==> src/rtl/phy_rx_pkg.sv <==
// rtl/phy_rx_pkg.sv - shared types, constants and helpers for the multi-lane serial receiver
package phy_rx_pkg;

  typedef enum logic {
    SEARCH = 1'b0,
    LOCKED = 1'b1
  } lane_state_e;

  localparam logic [7:0] DEFAULT_COMMA = 8'hBC;

  // Bits needed to hold values 0..value-1, never less than one.
  function automatic int clog2(input int value);
    int w;
    w = 1;
    while ((1 << w) < value) w++;
    return w;
  endfunction

endpackage

==> src/rtl/phy_rx_multilane_if.sv <==
// rtl/phy_rx_multilane_if.sv - lane data/control bundle between line side and striping logic
interface phy_rx_multilane_if #(
  parameter int LANES  = 2,
  parameter int WORD_W = 8
);
  logic                      enable;
  logic [LANES-1:0]          in;
  logic [LANES*WORD_W-1:0]   data_out;
  logic [LANES-1:0]          valid_out;
  logic [LANES-1:0]          strobe_out;
  logic [LANES-1:0]          active_out;
  logic                      all_active;

  modport master (
    output enable, in,
    input  data_out, valid_out, strobe_out, active_out, all_active
  );

  modport slave (
    input  enable, in,
    output data_out, valid_out, strobe_out, active_out, all_active
  );
endinterface

==> src/rtl/phy_rx_lane.sv <==
// rtl/phy_rx_lane.sv - one lane: deserialiser, comma alignment FSM and word output registers
// Misaligned-comma relock is built only when PHY_RX_RELOCK_EN is defined.
module phy_rx_lane
  import phy_rx_pkg::*;
#(
  parameter int                WORD_W     = 8,
  parameter logic [WORD_W-1:0] COMMA      = WORD_W'(DEFAULT_COMMA),
  parameter int                LOCK_CNT   = 4,
  parameter int                UNLOCK_CNT = 2
) (
  input  logic              clk_8f,
  input  logic              reset_L,
  input  logic              enable,
  input  logic              in_bit,
  output logic [WORD_W-1:0] data_out,
  output logic              valid_out,
  output logic              strobe_out,
  output logic              active_out
);

  localparam int BC_W = clog2(WORD_W);
  localparam int CC_W = clog2(LOCK_CNT + 1);
  localparam logic [BC_W-1:0] BC_LAST = BC_W'(WORD_W - 1);
  localparam logic [CC_W-1:0] CC_LOCK = CC_W'(LOCK_CNT);

  if (WORD_W < 4 || LOCK_CNT < 1 || UNLOCK_CNT < 1) begin : g_bad_cfg
    $error("phy_rx_lane: unsupported parameter set");
  end

  logic [WORD_W-1:0] sh_q, sh_d, data_q, data_d, cand;
  logic [BC_W-1:0]   bc_q, bc_d;
  logic [CC_W-1:0]   ccnt_q, ccnt_d;
  lane_state_e       st_q, st_d;
  logic              valid_q, valid_d, strobe_q, strobe_d;
  logic              boundary, is_comma;

`ifdef PHY_RX_RELOCK_EN
  localparam int MC_W = clog2(UNLOCK_CNT + 1);
  localparam logic [MC_W-1:0] MC_UNLOCK = MC_W'(UNLOCK_CNT);
  logic [MC_W-1:0] mcnt_q, mcnt_d;
`endif

  assign cand     = {sh_q[WORD_W-2:0], in_bit};
  assign boundary = (bc_q == BC_LAST);
  assign is_comma = (cand == COMMA);

  always_comb begin
    sh_d     = sh_q;
    bc_d     = bc_q;
    ccnt_d   = ccnt_q;
    st_d     = st_q;
    data_d   = data_q;
    valid_d  = valid_q;
    strobe_d = 1'b0;
`ifdef PHY_RX_RELOCK_EN
    mcnt_d   = mcnt_q;
`endif
    if (enable) begin
      sh_d = cand;
      bc_d = boundary ? '0 : bc_q + 1'b1;
      unique case (st_q)
        SEARCH: begin
          // With no comma pending the search slides bit by bit; a hit re-phases bc.
          if (ccnt_q == '0) begin
            if (is_comma) begin
              bc_d   = '0;
              ccnt_d = CC_W'(1);
            end
          end else if (boundary) begin
            ccnt_d = is_comma ? ccnt_q + 1'b1 : '0;
          end
          if (ccnt_d == CC_LOCK) st_d = LOCKED;
        end
        LOCKED: begin
          if (boundary) begin
            strobe_d = 1'b1;
            valid_d  = !is_comma;
            if (!is_comma) data_d = cand;
          end
`ifdef PHY_RX_RELOCK_EN
          if (boundary) begin
            if (is_comma) mcnt_d = '0;
          end else if (is_comma) begin
            mcnt_d = mcnt_q + 1'b1;
            if (mcnt_d == MC_UNLOCK) begin
              st_d    = SEARCH;
              ccnt_d  = '0;
              mcnt_d  = '0;
              valid_d = 1'b0;
            end
          end
`endif
        end
      endcase
    end
  end

  always_ff @(posedge clk_8f or negedge reset_L) begin
    if (!reset_L) begin
      sh_q     <= '0;
      bc_q     <= '0;
      ccnt_q   <= '0;
      st_q     <= SEARCH;
      data_q   <= '0;
      valid_q  <= 1'b0;
      strobe_q <= 1'b0;
`ifdef PHY_RX_RELOCK_EN
      mcnt_q   <= '0;
`endif
    end else begin
      sh_q     <= sh_d;
      bc_q     <= bc_d;
      ccnt_q   <= ccnt_d;
      st_q     <= st_d;
      data_q   <= data_d;
      valid_q  <= valid_d;
      strobe_q <= strobe_d;
`ifdef PHY_RX_RELOCK_EN
      mcnt_q   <= mcnt_d;
`endif
    end
  end

  // A disabled cycle must never present a word, even one registered just before.
  assign data_out   = data_q;
  assign valid_out  = valid_q & enable;
  assign strobe_out = strobe_q & enable;
  assign active_out = (st_q == LOCKED);

endmodule

==> src/rtl/phy_rx_multilane.sv <==
// rtl/phy_rx_multilane.sv - LANES independent comma-aligned receivers on clk_8f
// Optional feature macro: PHY_RX_RELOCK_EN (relock on repeated misaligned commas).
module phy_rx_multilane
  import phy_rx_pkg::*;
#(
  parameter int                LANES      = 2,
  parameter int                WORD_W     = 8,
  parameter logic [WORD_W-1:0] COMMA      = WORD_W'(DEFAULT_COMMA),
  parameter int                LOCK_CNT   = 4,
  parameter int                UNLOCK_CNT = 2
) (
  input  logic               clk_8f,
  input  logic               reset_L,
  phy_rx_multilane_if.slave  bus
);

  for (genvar i = 0; i < LANES; i++) begin : g_lane
    phy_rx_lane #(
      .WORD_W     (WORD_W),
      .COMMA      (COMMA),
      .LOCK_CNT   (LOCK_CNT),
      .UNLOCK_CNT (UNLOCK_CNT)
    ) u_lane (
      .clk_8f     (clk_8f),
      .reset_L    (reset_L),
      .enable     (bus.enable),
      .in_bit     (bus.in[i]),
      .data_out   (bus.data_out[i*WORD_W +: WORD_W]),
      .valid_out  (bus.valid_out[i]),
      .strobe_out (bus.strobe_out[i]),
      .active_out (bus.active_out[i])
    );
  end

  assign bus.all_active = &bus.active_out;

endmodule

==> src/flat_wrapper.sv <==
// flat-port wrapper written by rule: the top's interface ports become plain ports
module phy_rx_multilane_flat import phy_rx_pkg::*;
#(
  parameter int                LANES      = 2,
  parameter int                WORD_W     = 8,
  parameter logic [WORD_W-1:0] COMMA      = WORD_W'(DEFAULT_COMMA),
  parameter int                LOCK_CNT   = 4,
  parameter int                UNLOCK_CNT = 2
)
  (clk_8f, reset_L, bus_enable, bus_in, bus_data_out, bus_valid_out, bus_strobe_out, bus_active_out, bus_all_active);
  phy_rx_multilane_if #(.LANES(LANES), .WORD_W(WORD_W)) bus_i ();
  input  logic clk_8f;
  input  logic reset_L;
  input wire logic [$bits(bus_i.enable)-1:0] bus_enable;
  input wire logic [$bits(bus_i.in)-1:0] bus_in;
  output wire logic [$bits(bus_i.data_out)-1:0] bus_data_out;
  output wire logic [$bits(bus_i.valid_out)-1:0] bus_valid_out;
  output wire logic [$bits(bus_i.strobe_out)-1:0] bus_strobe_out;
  output wire logic [$bits(bus_i.active_out)-1:0] bus_active_out;
  output wire logic [$bits(bus_i.all_active)-1:0] bus_all_active;
  assign bus_i.enable = bus_enable;
  assign bus_i.in = bus_in;
  assign bus_data_out = bus_i.data_out;
  assign bus_valid_out = bus_i.valid_out;
  assign bus_strobe_out = bus_i.strobe_out;
  assign bus_active_out = bus_i.active_out;
  assign bus_all_active = bus_i.all_active;
  phy_rx_multilane #(.LANES(LANES), .WORD_W(WORD_W), .COMMA(COMMA), .LOCK_CNT(LOCK_CNT), .UNLOCK_CNT(UNLOCK_CNT)) u_core (.clk_8f(clk_8f), .reset_L(reset_L), .bus(bus_i));
endmodule
==> config.mk <==
export PLATFORM = sky130hd
export DESIGN_NAME = phy_rx_multilane_flat
export DESIGN_NICKNAME = d
export VERILOG_FILES = /design/src/rtl/phy_rx_pkg.sv /design/src/rtl/phy_rx_multilane_if.sv /design/src/rtl/phy_rx_lane.sv /design/src/rtl/phy_rx_multilane.sv /design/src/flat_wrapper.sv
export SDC_FILE = /design/constraint.sdc
export NUM_CORES = 1
export LEC_CHECK = 0
export ABC_AREA = 1
export CORE_MARGIN = 2
export CORE_UTILIZATION = 59
export CTS_CLUSTER_SIZE = 8
export DETAILED_ROUTE_END_ITERATION = 10
export GPL_TIMING_DRIVEN = 0
export PLACE_DENSITY = 0.84
export SLEW_MARGIN = 20
export SYNTH_ARGS = -nofsm -noshare
export SYNTH_HDL_FRONTEND = slang
export SYNTH_SLANG_ARGS = --single-unit
export TNS_END_PERCENT = 1
==> constraint.sdc <==
create_clock -name clk_8f -period 4.8 [get_ports clk_8f]
set_input_delay 1.44 -clock clk_8f [delete_from_list [all_inputs] [get_ports clk_8f]]
set_output_delay 1.44 -clock clk_8f [all_outputs]
set_load 0.03 [all_outputs]
==> results.sh <==
export IMPL_ios=28
export IMPL_maxCapViolations=0
export IMPL_p_clk_share_pct=22.9
export IMPL_hpwl_microns=3260
export IMPL_hold_class="flip-flop to flip-flop"
export IMPL_path_clk_slew_ps=90
export IMPL_syn_inst=270
export IMPL_power_share_sequential_pct=39.8
export IMPL_cpMostUsedCell="clkdlybuf4s50_1"
export IMPL_crit_type="input port to output port"
export IMPL_p_per_area_mw_per_mm2=523
export IMPL_cp_max_fo=10
export IMPL_cts_root_buffer="clkbuf_8"
export IMPL_ys_ff_latch=48
export IMPL_syn_area_sq_mm=0.00232
export IMPL_yosysUniqueCellTypes=21
export IMPL_setup_viol=0
export IMPL_max_stage_delay_ps=650
export IMPL_place_port_buffers=27
export IMPL_vias_per_cell=5.25
export IMPL_crit_chain="clkdlybuf4s50_1 -> clkbuf_2 -> nand2_1 -> inv_1 -> buf_4 -> clkdlybuf4s50_1"
export IMPL_tns_ps=0
export IMPL_worstPathArrival_ps=3180
export IMPL_placed_area_sq_mm=0.00268
export IMPL_p_int_uw=951
export IMPL_antenna_cells=0
export IMPL_layout_drive_gt1_share_pct=13.1
export IMPL_p_sw_share_pct=35.2
export IMPL_crit_required_ps=3360
export IMPL_antenna_found_initial=0
export IMPL_cts_made_buffers=5
export IMPL_clockBufferDepth=2
export IMPL_overflow=0
export IMPL_dp_slack_ps=-19.3
export IMPL_h_tree_depth=2
export IMPL_leakage_nw=1.37
export IMPL_syn_num_nets=283
export IMPL_gp_congestion=0.841
export IMPL_cts_setup_buffers=0
export IMPL_cts_sinks=48
export IMPL_vias=1855
export IMPL_die_y_microns=66.8
export IMPL_outcome="complete, no violations"
export IMPL_synthSimpleGateAreaFrac_pct=21.1
export IMPL_power_total_mw=1.47
export IMPL_yosysSeqAreaShare_pct=51.7
export IMPL_core_area_sq_mm=0.00372
export IMPL_maxSlewHeadroom_pct=56.3
export IMPL_grt_max_degree=29
export IMPL_nFillCells=278
export IMPL_wl_microns=4680
export IMPL_synthXorXnorAreaFrac_pct=0
export IMPL_skew_ps=6.75
export IMPL_synthMuxAreaShare_pct=0
export IMPL_clk_latency_ps=300
export IMPL_multi_input_area_sq_um=897
export IMPL_min_period_ps=4620
export IMPL_track_usage_pct=25.2
export IMPL_hold_violations=0
export IMPL_cp_end_kind="output port"
export IMPL_finalInstanceArea_sq_mm=0.00281
export IMPL_synth_compound_area_share_pct=13.2
export IMPL_p_switching_uw=517
export IMPL_dieArea_sq_mm=0.00446
export IMPL_rsz0062_at_grt="false"
export IMPL_grt_pass1_wl_microns=8210
export IMPL_fp_dieW_microns=66.8
export IMPL_initial_core_util_pct=62.5
export IMPL_startpoint_type="input port"
export IMPL_cts_tree="yes"
export IMPL_vdd_drop_max_mv=0.350
export IMPL_areaGrowthSynthToFinish_pct=20.8
export IMPL_grt_pass1_vias=1830
export IMPL_cp_slowest_cell="clkdlybuf4s50_1"
export IMPL_ant_nets=0
export IMPL_syn_area_per_cell_sq_um=8.61
export IMPL_drc=0
export IMPL_fmax_ghz=0.216
export IMPL_tightest_slew_ps=655
export IMPL_num_nets_final=318
export IMPL_drt_first_pass_iters=4
export IMPL_p_comb_share_pct=37.3
export IMPL_post_drt_wl_per_cell_microns=13.3
export IMPL_rows=22
export IMPL_synth_top_family_by_area="simple AND/OR/NAND/NOR gates"
export IMPL_synthAdderAreaFrac_pct=4.31
export IMPL_drtIter0Drc=134
export IMPL_postLayoutSetupSlackWorst_ps=179
export IMPL_slew_violations=0
export IMPL_regArea_sq_mm=0.00120
export IMPL_period_share_pct=96.3
export IMPL_yosysWarnings=0
[repair_timing]
| action | in CTS | in global routing |
|---|---|---|
| resized for setup | 1 | 0 |
| endpoints found under the setup margin | 4 | 0 |
| hold endpoints to repair | 0 | 0 |
| hold buffers | 0 | 0 |
[worst max-delay path: cells and delay by family]
kind,cells,cell delay [ps]
simple gates,1,80
buf+inv,5,1660
[sequential cells by signal, summed over array words and instances, names as in the netlist]
| register | flops |
|---|---|
| u_core.g_lane.u_lane.data_out | 16 |
| u_core.g_lane.u_lane.ccnt_q | 6 |
| u_core.g_lane.u_lane.strobe_q | 2 |
| u_core.g_lane.u_lane.bc_q | 6 |
| u_core.g_lane.u_lane.sh_q | 14 |
| u_core.g_lane.u_lane.valid_q | 2 |
| u_core.g_lane.u_lane.active_out | 2 |
[final cells by class]
type | count | share of cell area [%]
multi-input combinational | 172 | 32.0
tap | 48 | 2.14
clock inverter | 2 | 2.14
buffer | 12 | 2.99
clock buffer | 5 | 2.45
sequential | 48 | 42.8
inverter | 38 | 5.08
timing repair buffer | 28 | 10.4
[layout by cell type, fill, tap and decap left out]
cell	instances
o21bai_1	1
a31oi_1	2
buf_6	2
o21ai_2	16
nand4_1	1
bufinv_16	2
o22ai_1	1
inv_2	1
inv_1	37
nand3_1	9
clkdlybuf4s50_1	26
buf_2	1
nand2_1	84
dfrtp_1	48
nor3_1	3
clkbuf_2	1
clkbuf_1	3
nand2_2	2
ha_1	8
a21oi_1	3
o21ai_0	25
nor3_4	2
buf_4	6
nand2_4	1
buf_16	1
clkbuf_8	5
nor2_1	14
[power by group through the flow]
stage | sequential [mW] | clock, mW | combinational, mW
final | 0.584 | 0.337 | 0.547
after detailed placement | 0.592 | 0 | 0.548
after floorplan | 0.714 | 0 | 0.216
after CTS | 0.585 | 0.340 | 0.554
after global routing | 0.599 | 0.360 | 0.601
after global placement | 0.585 | 0 | 0.530
[cell families after synthesis]
group                    Yosys count
buffers and inverters             50
AND/OR/NAND/NOR                  116
flip-flops                        48
AO/OA/AOI/OAI                     48
adder cells (fa/ha/maj)            8
[path summary, 6_finish.rpt]
path	to	slack [ps]	depth (start not counted)	start
min in group asynchronous	u_core.g_lane[0].u_lane.sh_q[3]$_DFFE_PN0P_	1160	1	reset_L
worst min-delay path	u_core.g_lane[1].u_lane.data_out[7]$_DFFE_PN0P_	480	2	u_core.g_lane[1].u_lane.data_out[7]$_DFFE_PN0P_
worst max-delay path	bus_valid_out[1]	180	6	bus_enable
worst max register to register	u_core.g_lane[1].u_lane.data_out[6]$_DFFE_PN0P_	3040	8	u_core.g_lane[1].u_lane.bc_q[0]$_DFFE_PN0P_
max in group asynchronous	u_core.g_lane[1].u_lane.active_out$_DFFE_PN0P_	3110	2	reset_L
worst min register to register	u_core.g_lane[1].u_lane.data_out[7]$_DFFE_PN0P_	480	2	u_core.g_lane[1].u_lane.data_out[7]$_DFFE_PN0P_
[synth_stat cells]
cell type,n,area (sq um)
nand2_1,84,315
dfrtp_1,48,1200
inv_1,37,139
o21ai_0,25,125
o21ai_2,16,140
nor2_1,14,52.6
nand3_1,9,45.0
ha_1,8,100
buf_4,6,45.0
clkbuf_1,4,15.0
a21oi_1,3,15.0
nor3_1,3,15.0
a31oi_1,2,12.5
buf_6,2,22.5
nand2_2,2,12.5
nor3_4,2,32.5
inv_2,1,3.75
nand2_4,1,11.3
nand4_1,1,6.26
o21bai_1,1,7.51
o22ai_1,1,6.26
[per-layer routing]
metal  vias to the layer above  wire length [microns]  global-route usage, %
met1                       876                   1960                   30.0
met4                         0                     87                   9.44
met5                         -                      0                      0
met2                        56                   2370                   44.0
li1                        912                      -                      -
met3                        11                    265                   6.08
[stage by stage]
| stage | utilization [%] | hold slack, ps | instances |
|---|---|---|---|
| 5_1_grt | 75.5 | 510 | 353 |
| 6_report | 75.5 | 485 | 353 |
| 3_5_place_dp | 72.0 | 468 | 346 |
| 4_1_cts | 75.5 | 489 | 353 |
| 3_3_place_gp | 71.4 | 458 | 345 |
| 2_1_floorplan | - | 450 | 270 |
Note: power is estimated with default switching activity, not from simulation.
